**config.mk**
```make
export PLATFORM = sky130hd
export DESIGN_NAME = regfile_wr_arbiter_flat
export DESIGN_NICKNAME = d
export VERILOG_FILES = /design/src/rtl/regfile_wr_arbiter_pkg.sv /design/src/rtl/regfile_wr_arbiter_if.sv /design/src/rtl/regfile_wr_arbiter_rr_arb2.sv /design/src/rtl/regfile_wr_arbiter.sv /design/src/flat_wrapper.sv
export SDC_FILE = /design/constraint.sdc
export NUM_CORES = 1
export LEC_CHECK = 0
export ABC_CLOCK_PERIOD_IN_PS = 3200
export CORE_MARGIN = 8
export CORE_UTILIZATION = 30
export CTS_CLUSTER_DIAMETER = 200
export CTS_CLUSTER_SIZE = 24
export DETAILED_ROUTE_END_ITERATION = 8
export HOLD_SLACK_MARGIN = 0.08
export SYNTH_ARGS = -nofsm -noshare
export SYNTH_HDL_FRONTEND = slang
export SYNTH_SLANG_ARGS = --single-unit
```
**constraint.sdc**
```tcl
create_clock -name clock -period 3.2 [get_ports clock]
set_input_delay 0.64 -clock clock [delete_from_list [all_inputs] [get_ports clock]]
set_output_delay 0.64 -clock clock [all_outputs]
set_load 0.01 [all_outputs]
```
**src/rtl/regfile_wr_arbiter_pkg.sv**
```systemverilog
// Shared definitions for the register-file write arbiter: widths, register
// count, FSM state encoding and a small helper for the wipe counter.
package regfile_pkg;

  localparam int DATA_W = 16;
  localparam int ADDR_W = 4;
  localparam int NREG   = 2 ** ADDR_W;

  // ARB: normal two-requester arbitration. WIPE: zeroing all registers.
  typedef enum logic {
    ST_ARB  = 1'b0,
    ST_WIPE = 1'b1
  } state_e;

  // Last address visited by the wipe sweep; reaching it ends the sweep.
  localparam logic [ADDR_W-1:0] WIPE_LAST = ADDR_W'(NREG - 1);

  // True when the wipe counter is on the final register.
  function automatic logic is_wipe_last(input logic [ADDR_W-1:0] k);
    return (k == WIPE_LAST);
  endfunction

endpackage

```
**src/rtl/regfile_wr_arbiter_if.sv**
```systemverilog
// Bundle of the requester handshakes, the wipe control and the register-file
// write port. The arbiter takes the slave view; the requesters/register file
// side (or a testbench) takes the master view.
interface regfile_wr_if;

  logic                          wipe_req;
  logic                          wipe_busy;

  logic                          req0_valid;
  logic [regfile_pkg::ADDR_W-1:0] req0_addr;
  logic [regfile_pkg::DATA_W-1:0] req0_data;
  logic                          req0_ready;

  logic                          req1_valid;
  logic [regfile_pkg::ADDR_W-1:0] req1_addr;
  logic [regfile_pkg::DATA_W-1:0] req1_data;
  logic                          req1_ready;

  logic                          rf_load;
  logic [regfile_pkg::ADDR_W-1:0] rf_caddr;
  logic [regfile_pkg::DATA_W-1:0] rf_cdata;

  // Arbiter side: consumes requests, drives grants and the write port.
  modport slave (
    input  wipe_req,
    input  req0_valid, req0_addr, req0_data,
    input  req1_valid, req1_addr, req1_data,
    output wipe_busy,
    output req0_ready, req1_ready,
    output rf_load, rf_caddr, rf_cdata
  );

  // Requester / environment side.
  modport master (
    output wipe_req,
    output req0_valid, req0_addr, req0_data,
    output req1_valid, req1_addr, req1_data,
    input  wipe_busy,
    input  req0_ready, req1_ready,
    input  rf_load, rf_caddr, rf_cdata
  );

endinterface

```
**src/rtl/regfile_wr_arbiter_rr_arb2.sv**
```systemverilog
// Two-way round-robin grant: a lone requester always wins; when both are
// valid the one named by the pointer wins. Purely combinational.
module rr_arb2 (
  input  logic [1:0] valid,
  input  logic       pointer,
  output logic [1:0] grant
);

  genvar gi;
  generate
    for (gi = 0; gi < 2; gi++) begin : g_grant
      // Requester gi wins if it is valid and either alone or favoured.
      assign grant[gi] = valid[gi] & (~valid[1-gi] | (pointer == 1'(gi)));
    end
  endgenerate

endmodule

```
**src/rtl/regfile_wr_arbiter.sv**
```systemverilog
// Register-file write-port arbiter. Two requesters share one registered write
// port under round-robin priority; a wipe request takes the port over for
// NREG cycles and writes zero to every register in address order.
module regfile_wr_arbiter
  import regfile_pkg::*;
(
  input  logic         clock,
  input  logic         clear,
  regfile_wr_if.slave  bus
);

  state_e              state_q;
  logic                ptr_q;
  logic [ADDR_W-1:0]   k_q;
  logic                rf_load_q;
  logic [ADDR_W-1:0]   rf_caddr_q;
  logic [DATA_W-1:0]   rf_cdata_q;

  logic [1:0]          valid_d;
  logic [1:0]          grant_d;
  logic [1:0]          ready_d;
  logic                arb_open_d;
  logic [ADDR_W-1:0]   win_addr_d;
  logic [DATA_W-1:0]   win_data_d;

  assign valid_d = {bus.req1_valid, bus.req0_valid};

  rr_arb2 u_rr_arb2 (
    .valid   (valid_d),
    .pointer (ptr_q),
    .grant   (grant_d)
  );

  // Grants are only exposed in ARB with no wipe starting and no reset, so a
  // cycle that launches a wipe never also accepts a transfer.
  always_comb begin
    arb_open_d = (state_q == ST_ARB) && !bus.wipe_req && !clear;
    ready_d    = arb_open_d ? grant_d : 2'b00;
    win_addr_d = grant_d[1] ? bus.req1_addr : bus.req0_addr;
    win_data_d = grant_d[1] ? bus.req1_data : bus.req0_data;
  end

  assign bus.req0_ready = ready_d[0];
  assign bus.req1_ready = ready_d[1];
  assign bus.wipe_busy  = (state_q == ST_WIPE);
  assign bus.rf_load    = rf_load_q;
  assign bus.rf_caddr   = rf_caddr_q;
  assign bus.rf_cdata   = rf_cdata_q;

  // Control FSM with registered write-port outputs; address/data hold
  // whenever no write is issued.
  always_ff @(posedge clock) begin
    if (clear) begin
      state_q    <= ST_ARB;
      ptr_q      <= 1'b0;
      k_q        <= '0;
      rf_load_q  <= 1'b0;
      rf_caddr_q <= '0;
      rf_cdata_q <= '0;
    end else begin
      rf_load_q <= 1'b0;
      case (state_q)
        ST_ARB: begin
          if (bus.wipe_req) begin
            // k is already 0 here: it only wraps on leaving WIPE.
            state_q <= ST_WIPE;
          end else if (|grant_d) begin
            rf_load_q  <= 1'b1;
            rf_caddr_q <= win_addr_d;
            rf_cdata_q <= win_data_d;
            // Hand priority to the requester that did not just win.
            ptr_q      <= grant_d[0];
          end
        end
        ST_WIPE: begin
          rf_load_q  <= 1'b1;
          rf_caddr_q <= k_q;
          rf_cdata_q <= '0;
          k_q        <= k_q + ADDR_W'(1);
          if (is_wipe_last(k_q)) begin
            state_q <= ST_ARB;
          end
        end
        default: begin
          state_q <= ST_ARB;
        end
      endcase
    end
  end

endmodule

```
**src/flat_wrapper.sv**
```systemverilog
// flat-port wrapper written by rule: the top's interface ports become plain ports
module regfile_wr_arbiter_flat import regfile_pkg::*;
  (clock, clear, bus_wipe_req, bus_req0_valid, bus_req0_addr, bus_req0_data, bus_req1_valid, bus_req1_addr, bus_req1_data, bus_wipe_busy, bus_req0_ready, bus_req1_ready, bus_rf_load, bus_rf_caddr, bus_rf_cdata);
  regfile_wr_if bus_i ();
  input  logic clock;
  input  logic clear;
  input wire logic [$bits(bus_i.wipe_req)-1:0] bus_wipe_req;
  input wire logic [$bits(bus_i.req0_valid)-1:0] bus_req0_valid;
  input wire logic [$bits(bus_i.req0_addr)-1:0] bus_req0_addr;
  input wire logic [$bits(bus_i.req0_data)-1:0] bus_req0_data;
  input wire logic [$bits(bus_i.req1_valid)-1:0] bus_req1_valid;
  input wire logic [$bits(bus_i.req1_addr)-1:0] bus_req1_addr;
  input wire logic [$bits(bus_i.req1_data)-1:0] bus_req1_data;
  output wire logic [$bits(bus_i.wipe_busy)-1:0] bus_wipe_busy;
  output wire logic [$bits(bus_i.req0_ready)-1:0] bus_req0_ready;
  output wire logic [$bits(bus_i.req1_ready)-1:0] bus_req1_ready;
  output wire logic [$bits(bus_i.rf_load)-1:0] bus_rf_load;
  output wire logic [$bits(bus_i.rf_caddr)-1:0] bus_rf_caddr;
  output wire logic [$bits(bus_i.rf_cdata)-1:0] bus_rf_cdata;
  assign bus_i.wipe_req = bus_wipe_req;
  assign bus_i.req0_valid = bus_req0_valid;
  assign bus_i.req0_addr = bus_req0_addr;
  assign bus_i.req0_data = bus_req0_data;
  assign bus_i.req1_valid = bus_req1_valid;
  assign bus_i.req1_addr = bus_req1_addr;
  assign bus_i.req1_data = bus_req1_data;
  assign bus_wipe_busy = bus_i.wipe_busy;
  assign bus_req0_ready = bus_i.req0_ready;
  assign bus_req1_ready = bus_i.req1_ready;
  assign bus_rf_load = bus_i.rf_load;
  assign bus_rf_caddr = bus_i.rf_caddr;
  assign bus_rf_cdata = bus_i.rf_cdata;
  regfile_wr_arbiter u_core (.clock(clock), .clear(clear), .bus(bus_i));
endmodule
```
==> results.py, run 1 <==
metrics = {
    "synthesis": {
        "synthAdderAreaFrac_pct": 0.982,
        "synth-simple-area-share_pct": 15.5,
        "avgSynthCellArea_um2": 10.0,
        "syn-num-nets": 173,
        "synth_top_family_by_area": "compound AO/OA/AOI/OAI gates",
        "synth_xor_area_share_pct": 2.06,
        "postSynth.asyncResetShare_pct": 0,
        "yosys_warnings": 0,
        "synth.area.mux_share_pct": 14.9,
        "synth-edff-count": 0,
        "synth_seq_area_share_pct": 42.4,
        "synth-main-ff-cell": "dfxtp_1",
        "syn_inst": 127,
        "ys_top_cells_by_count": "dfxtp_1, mux2i_1, nand2_1, o21ai_2, nand2_2",
        "synth_top_area_share_pct": 42.4,
        "synth.top_cells.by_area": "dfxtp_1, mux2i_1, o21ai_2",
        "synth_top_cell_by_area": "dfxtp_1",
        "synth_compound_area_share_pct": 18.4,
        "ys_types": 29,
        "ys_ff_latch": 27,
        "syn_area_mm2": 0.00127,
        "yosysMostFrequentCell": "dfxtp_1",
    },
    "sta": {
        "relSlewSlack_pct": 58.7,
        "min_period_ns": 2.95,
        "fin_worst_skew_ns": 0.00257,
        "timing.hold.ws_ns": 0.450,
        "rsz0062_at_grt": "false",
        "fin_setup_tns_ns": 0,
        "post-route-period-util_pct": 92.1,
        "slew_violations": 0,
        "tightestPinTransition_ns": 0.618,
        "timing.fmax_mhz": 339,
        "hold_viol_final": 0,
        "finalSetupViolCount": 0,
    },
    "worst_setup_path": {
        "path_cells": "clkdlybuf4s50_1 > inv_1 > a211o_1 > nor3_1 > clkdlybuf4s50_1",
        "crit_family": "buffers and inverters",
        "crit_slowest_cell": "clkdlybuf4s50_1",
        "critPathLaunchType": "input port",
        "critical_path.max_fanout": 4,
        "critPathMaxStageDelay_ns": 0.57,
        "reg2reg_from": "u_core.bus.wipe_busy",
        "cp_common_cell": "clkdlybuf4s50_1",
        "cp-end-kind": "output pin",
        "worstSetupPathType": "input port to output pin",
        "worstPathArrival_ns": 2.31,
        "crit_start": "bus_req0_valid",
        "required_ns": 2.56,
        "cp_num_buf_inv": 3,
    },
    "cts": {
        "clock_latency_ns": 0.27,
        "cts_buffers": 3,
        "holdBufCountCts": 0,
        "clk_pin_slew_ns": 0.09,
        "clkSinkCount": 27,
        "cts_buffer_depth": 2,
        "cts-resized-gates": 0,
        "tritoncts": "yes",
        "htreeDepth": 1,
        "post_cts_buffers": 0,
        "root_buffer": "clkbuf_8",
    },
    "route": {
        "wl_met1_mm": 1.64,
        "vias": 1158,
        "met3_length_um": 391,
        "wl_per_cell_um": 15.2,
        "postRouteAntennaNets": 0,
        "dr_wl_met2_mm": 1.71,
        "totalWireLength_mm": 3.74,
        "drt_pass1_iterations": 4,
        "top_layer": "met3",
        "detail_route.iter0.violations": 43,
        "drc": 0,
        "via_per_inst": 4.71,
    },
    "power": {
        "power_frac_seq_pct": 50.3,
        "p_per_area_mw_per_mm2": 365,
        "switching_share_pct": 25.3,
        "internal-power_uw": 551,
        "vdd_drop_max_mv": 0.182,
        "p_switching_uw": 186,
        "p_comb_share_pct": 24.1,
        "power.leakage_uw": 0.000802,
        "clkPwrFrac_pct": 25.7,
    },
    "global_routing": {
        "grt_pass1_wl_mm": 5.99,
        "grt_max_degree": 21,
        "overflow": 0,
        "grt_pass1_vias": 1208,
        "grt.total_usage_pct": 11.2,
        "antenna_found_initial": 0,
    },
    "run": {
        "drv_cap": 0,
    },
    "placement": {
        "gp_congestion": 0.780,
        "hpwl_mm": 2.97,
        "port_buffers": 68,
    },
    "cells_and_area": {
        "drive_above_1_share_pct": 16.3,
        "antenna_cells": 0,
        "area_growth_pct": 58.8,
        "nNetsFinal": 243,
    },
    "floorplanning": {
        "dieArea_mm2": 0.00659,
        "pin_count": 69,
        "fp.dieH_um": 81.2,
        "core_mm2": 0.00406,
        "start_util_pct": 31.4,
        "fp.dieW_um": 81.2,
        "row_count": 23,
    },
    "min_path": {
        "min_from": "u_core.bus.rf_cdata[13]",
        "hold_path.class": "flip-flop to flip-flop",
    },
    "outcome": {
        "status": "complete, no violations",
    },
}
==> final cells by class <==
cell class	count	area, um2
multi-input combinational	92	661
sequential	27	541
tap	50	62.6
fill	364	2030
clock buffer	4	45.0
timing repair buffer	72	711
inverter	1	3.75
==> registers in the layout, summed over array words and instances, names as in the netlist <==
name and flops:
u_core.bus.rf_load 1, u_core.bus.wipe_busy 1, u_core.bus.rf_cdata 16, u_core.bus.rf_caddr 4
u_core.ptr_q 1, u_core.k_q 4
==> layout by cell type (no fill, tap or decap) <==
cell,count
a211o_1,1
a21oi_1,2
a311oi_1,1
buf_4,4
clkbuf_1,1
clkbuf_8,3
clkdlybuf4s50_1,68
dfxtp_1,27
ha_1,1
inv_1,1
mux2i_1,19
nand2_1,12
nand2_2,10
nand4_1,1
nor2_1,9
nor2b_1,1
nor3_1,2
nor3_2,1
nor3_4,1
nor3b_1,1
o21ai_0,2
o21ai_1,6
o21ai_2,12
o21ba_4,1
o221ai_1,1
o22ai_1,3
o32ai_1,2
xnor2_1,1
xor2_1,2
==> metal layers <==
metal	global-route usage, %	up-vias
met5	0	-
met4	2.14	0
met3	3.86	0
met2	18.8	45
met1	13.4	528
li1	-	585
==> cells by family after synthesis <==
kind of cell    count (synthesis)
buf+inv                         8
compound gates                 31
simple gates                   38
flops                          27
fa+ha+maj                       1
mux                            19
xor+xnor                        3
==> power groups by stage <==
| stage | clock, uW | sequential (uW) | combinational, uW |
|---|---|---|---|
| floorplan | 0 | 381 | 76.0 |
| global placement | 0 | 378 | 176 |
| detailed placement | 0 | 379 | 180 |
| CTS | 199 | 371 | 181 |
| global route | 209 | 374 | 192 |
| finish | 189 | 371 | 178 |
==> stage by stage <==
step	utilization [%]	cells	area (um2)	total power (uW)	worst slack (ns)
global route	49.9	246	2020	775	0.102
CTS	49.9	246	2020	750	0.242
finish	49.9	246	2020	738	0.252
global placement	48.8	242	1980	554	0.269
floorplan	-	127	1270	457	1.34
detailed placement	48.8	242	1980	558	0.266
==> path summary, 6_finish.rpt <==
kind / endpoint / slack [ns] / cells after the start
worst max register to register: u_core.bus.rf_cdata[12] / 1.67 / 4
worst min register to register: u_core.bus.rf_cdata[13] / 0.45 / 2
worst max-delay path: bus_req0_ready / 0.25 / 5
worst min-delay path: u_core.bus.rf_cdata[13] / 0.45 / 2
==> worst reg2reg max path, delay by kind of cell (launching register included) <==
kind	cells	cell delay, ns
simple gates	1	0.14
buf+inv	1	0.31
flops	1	0.72
compound gates	2	0.25
No activity file was read; power rests on OpenSTA's default activity.
==> run 2: changes to the inputs <==
SETUP_SLACK_MARGIN = 0.1   (was not set)
TNS_END_PERCENT = 100   (was not set)
==> results of run 2 <==
Same layout as run 1: the final DEF is identical, and so are final timing and power.
==> run 3: changes to the inputs <==
CTS_CLUSTER_DIAMETER = not set   (was 200)
MAX_ROUTING_LAYER = met4   (was not set)
==> run 3 against run 2 <==
Net effect: total power about the same; die area unchanged; utilization unchanged; clock power about the same; final cell count unchanged; sequential power about the same; worst hold slack about the same; non-clock buffer count unchanged; combinational power about the same.
==> results.py, run 3 (synthesis results as in run 1) <==
metrics = {
    "route": {
        "vias": 1160,
        "drc": 0,
        "detail_route.iter0.violations": 52,
        "drt_pass1_iterations": 4,
        "via_per_inst": 4.72,
        "totalWireLength_mm": 3.74,
        "postRouteAntennaNets": 0,
        "wl_per_cell_um": 15.2,
    },
    "worst_setup_path": {
        "critPathLaunchType": "input port",
        "critical_path.max_fanout": 4,
        "worstPathArrival_ns": 2.31,
        "worstSetupPathType": "input port to output pin",
        "rrSetupSlack_ns": 1.67,
        "cp-end-kind": "output pin",
        "required_ns": 2.56,
    },
    "placement": {
        "port_buffers": 68,
        "hpwl_mm": 2.97,
        "dp_cells": 242,
        "placed_cell_area_mm2": 0.00198,
        "gp_congestion": 0.791,
    },
    "floorplanning": {
        "core_mm2": 0.00406,
        "fp.dieH_um": 81.2,
        "fp.dieW_um": 81.2,
        "row_count": 23,
        "dieArea_mm2": 0.00659,
        "pin_count": 69,
        "start_util_pct": 31.4,
    },
    "global_routing": {
        "overflow": 0,
        "grt_pass1_wl_mm": 5.98,
        "antenna_found_initial": 0,
        "grt_max_degree": 21,
        "grt_pass1_vias": 1210,
        "grt.total_usage_pct": 11.5,
    },
    "power": {
        "vdd_drop_max_mv": 0.182,
        "power_frac_seq_pct": 50.2,
        "p_switching_uw": 187,
        "power.leakage_uw": 0.000802,
        "switching_share_pct": 25.3,
        "internal-power_uw": 551,
        "power.total_uw": 738,
        "clkPwrFrac_pct": 25.7,
        "p_comb_share_pct": 24.1,
        "p_per_area_mw_per_mm2": 365,
    },
    "cts": {
        "tritoncts": "yes",
        "cts_buffer_depth": 2,
        "clk_pin_slew_ns": 0.09,
        "post_cts_buffers": 0,
        "clkSinkCount": 27,
        "root_buffer": "clkbuf_8",
        "htreeDepth": 1,
        "cts-resized-gates": 0,
        "clock_latency_ns": 0.27,
        "holdBufCountCts": 0,
        "cts_buffers": 3,
    },
    "cells_and_area": {
        "layout_commonest_cell": "clkdlybuf4s50_1",
        "instances_no_fill": 246,
        "area_growth_pct": 58.8,
        "antenna_cells": 0,
        "drive_above_1_share_pct": 16.3,
        "postLayoutCellArea_mm2": 0.00202,
        "largest_reg_flops": 16,
        "final_cell_mix": "clkdlybuf4s50_1, dfxtp_1, mux2i_1",
        "nNetsFinal": 243,
        "nFillCells": 364,
    },
    "run": {
        "drv_cap": 0,
    },
    "sta": {
        "min_period_ns": 2.95,
        "relSlewSlack_pct": 58.6,
        "slew_violations": 0,
        "post-route-period-util_pct": 92.3,
        "rsz0062_at_grt": "false",
        "timing.fmax_mhz": 338,
        "finalSetupViolCount": 0,
        "timing.hold.ws_ns": 0.450,
        "tightestPinTransition_ns": 0.621,
        "fin_setup_tns_ns": 0,
        "hold_viol_final": 0,
        "fin_worst_skew_ns": 0.00268,
    },
    "min_path": {
        "hold_path.class": "flip-flop to flip-flop",
    },
    "outcome": {
        "status": "complete, no violations",
    },
}
## run 3: cell counts in the layout (fill, tap and decap cells not counted)
Identical to the previous run, type by type.
## run 3: area by class of cell
cell class,count,area [um2],area share (%)
clock buffer,4,45.0,2.23
inverter,1,3.75,0.186
multi-input combinational,92,661,32.7
sequential,27,541,26.7
tap,50,62.6,3.09
timing repair buffer,72,711,35.1
## run 3: layer usage
layer,vias up,track usage [%],wire length [um]
met3,0,3.20,336
met1,532,13.8,1700
li1,585,-,-
met5,-,-,0
met2,43,18.8,1710
met4,0,2.14,0
## run 3: critical path, stage by stage
cell and delay [ns]:
clkdlybuf4s50_1 0.56, inv_1 0.10, a211o_1 0.31, nor3_1 0.14, clkdlybuf4s50_1 0.57
## run 3: final timing paths
| kind | start | end | cells after the start |
|---|---|---|---|
| max | bus_req0_valid | bus_req0_ready | 5 |
| min | u_core.bus.rf_cdata[13] | u_core.bus.rf_cdata[13] | 2 |
| max reg2reg | u_core.bus.wipe_busy | u_core.bus.rf_cdata[12] | 4 |
| min reg2reg | u_core.bus.rf_cdata[13] | u_core.bus.rf_cdata[13] | 2 |
## run 3: per-stage QoR
stage	setup slack [ns]	utilization, %
finish	0.245	49.9
global route	0.106	49.9
CTS	0.242	49.9
detailed placement	0.266	48.8
global placement	0.269	48.8
floorplan	1.34	-
## run 3: power by group through the flow
stage / logic [uW] / clock network [uW] / registers, uW
after global placement: 176 / 0 / 378
after detailed placement: 180 / 0 / 379
after CTS: 181 / 199 / 371
after floorplan: 76.0 / 0 / 381
after global routing: 192 / 209 / 374
final: 178 / 189 / 371
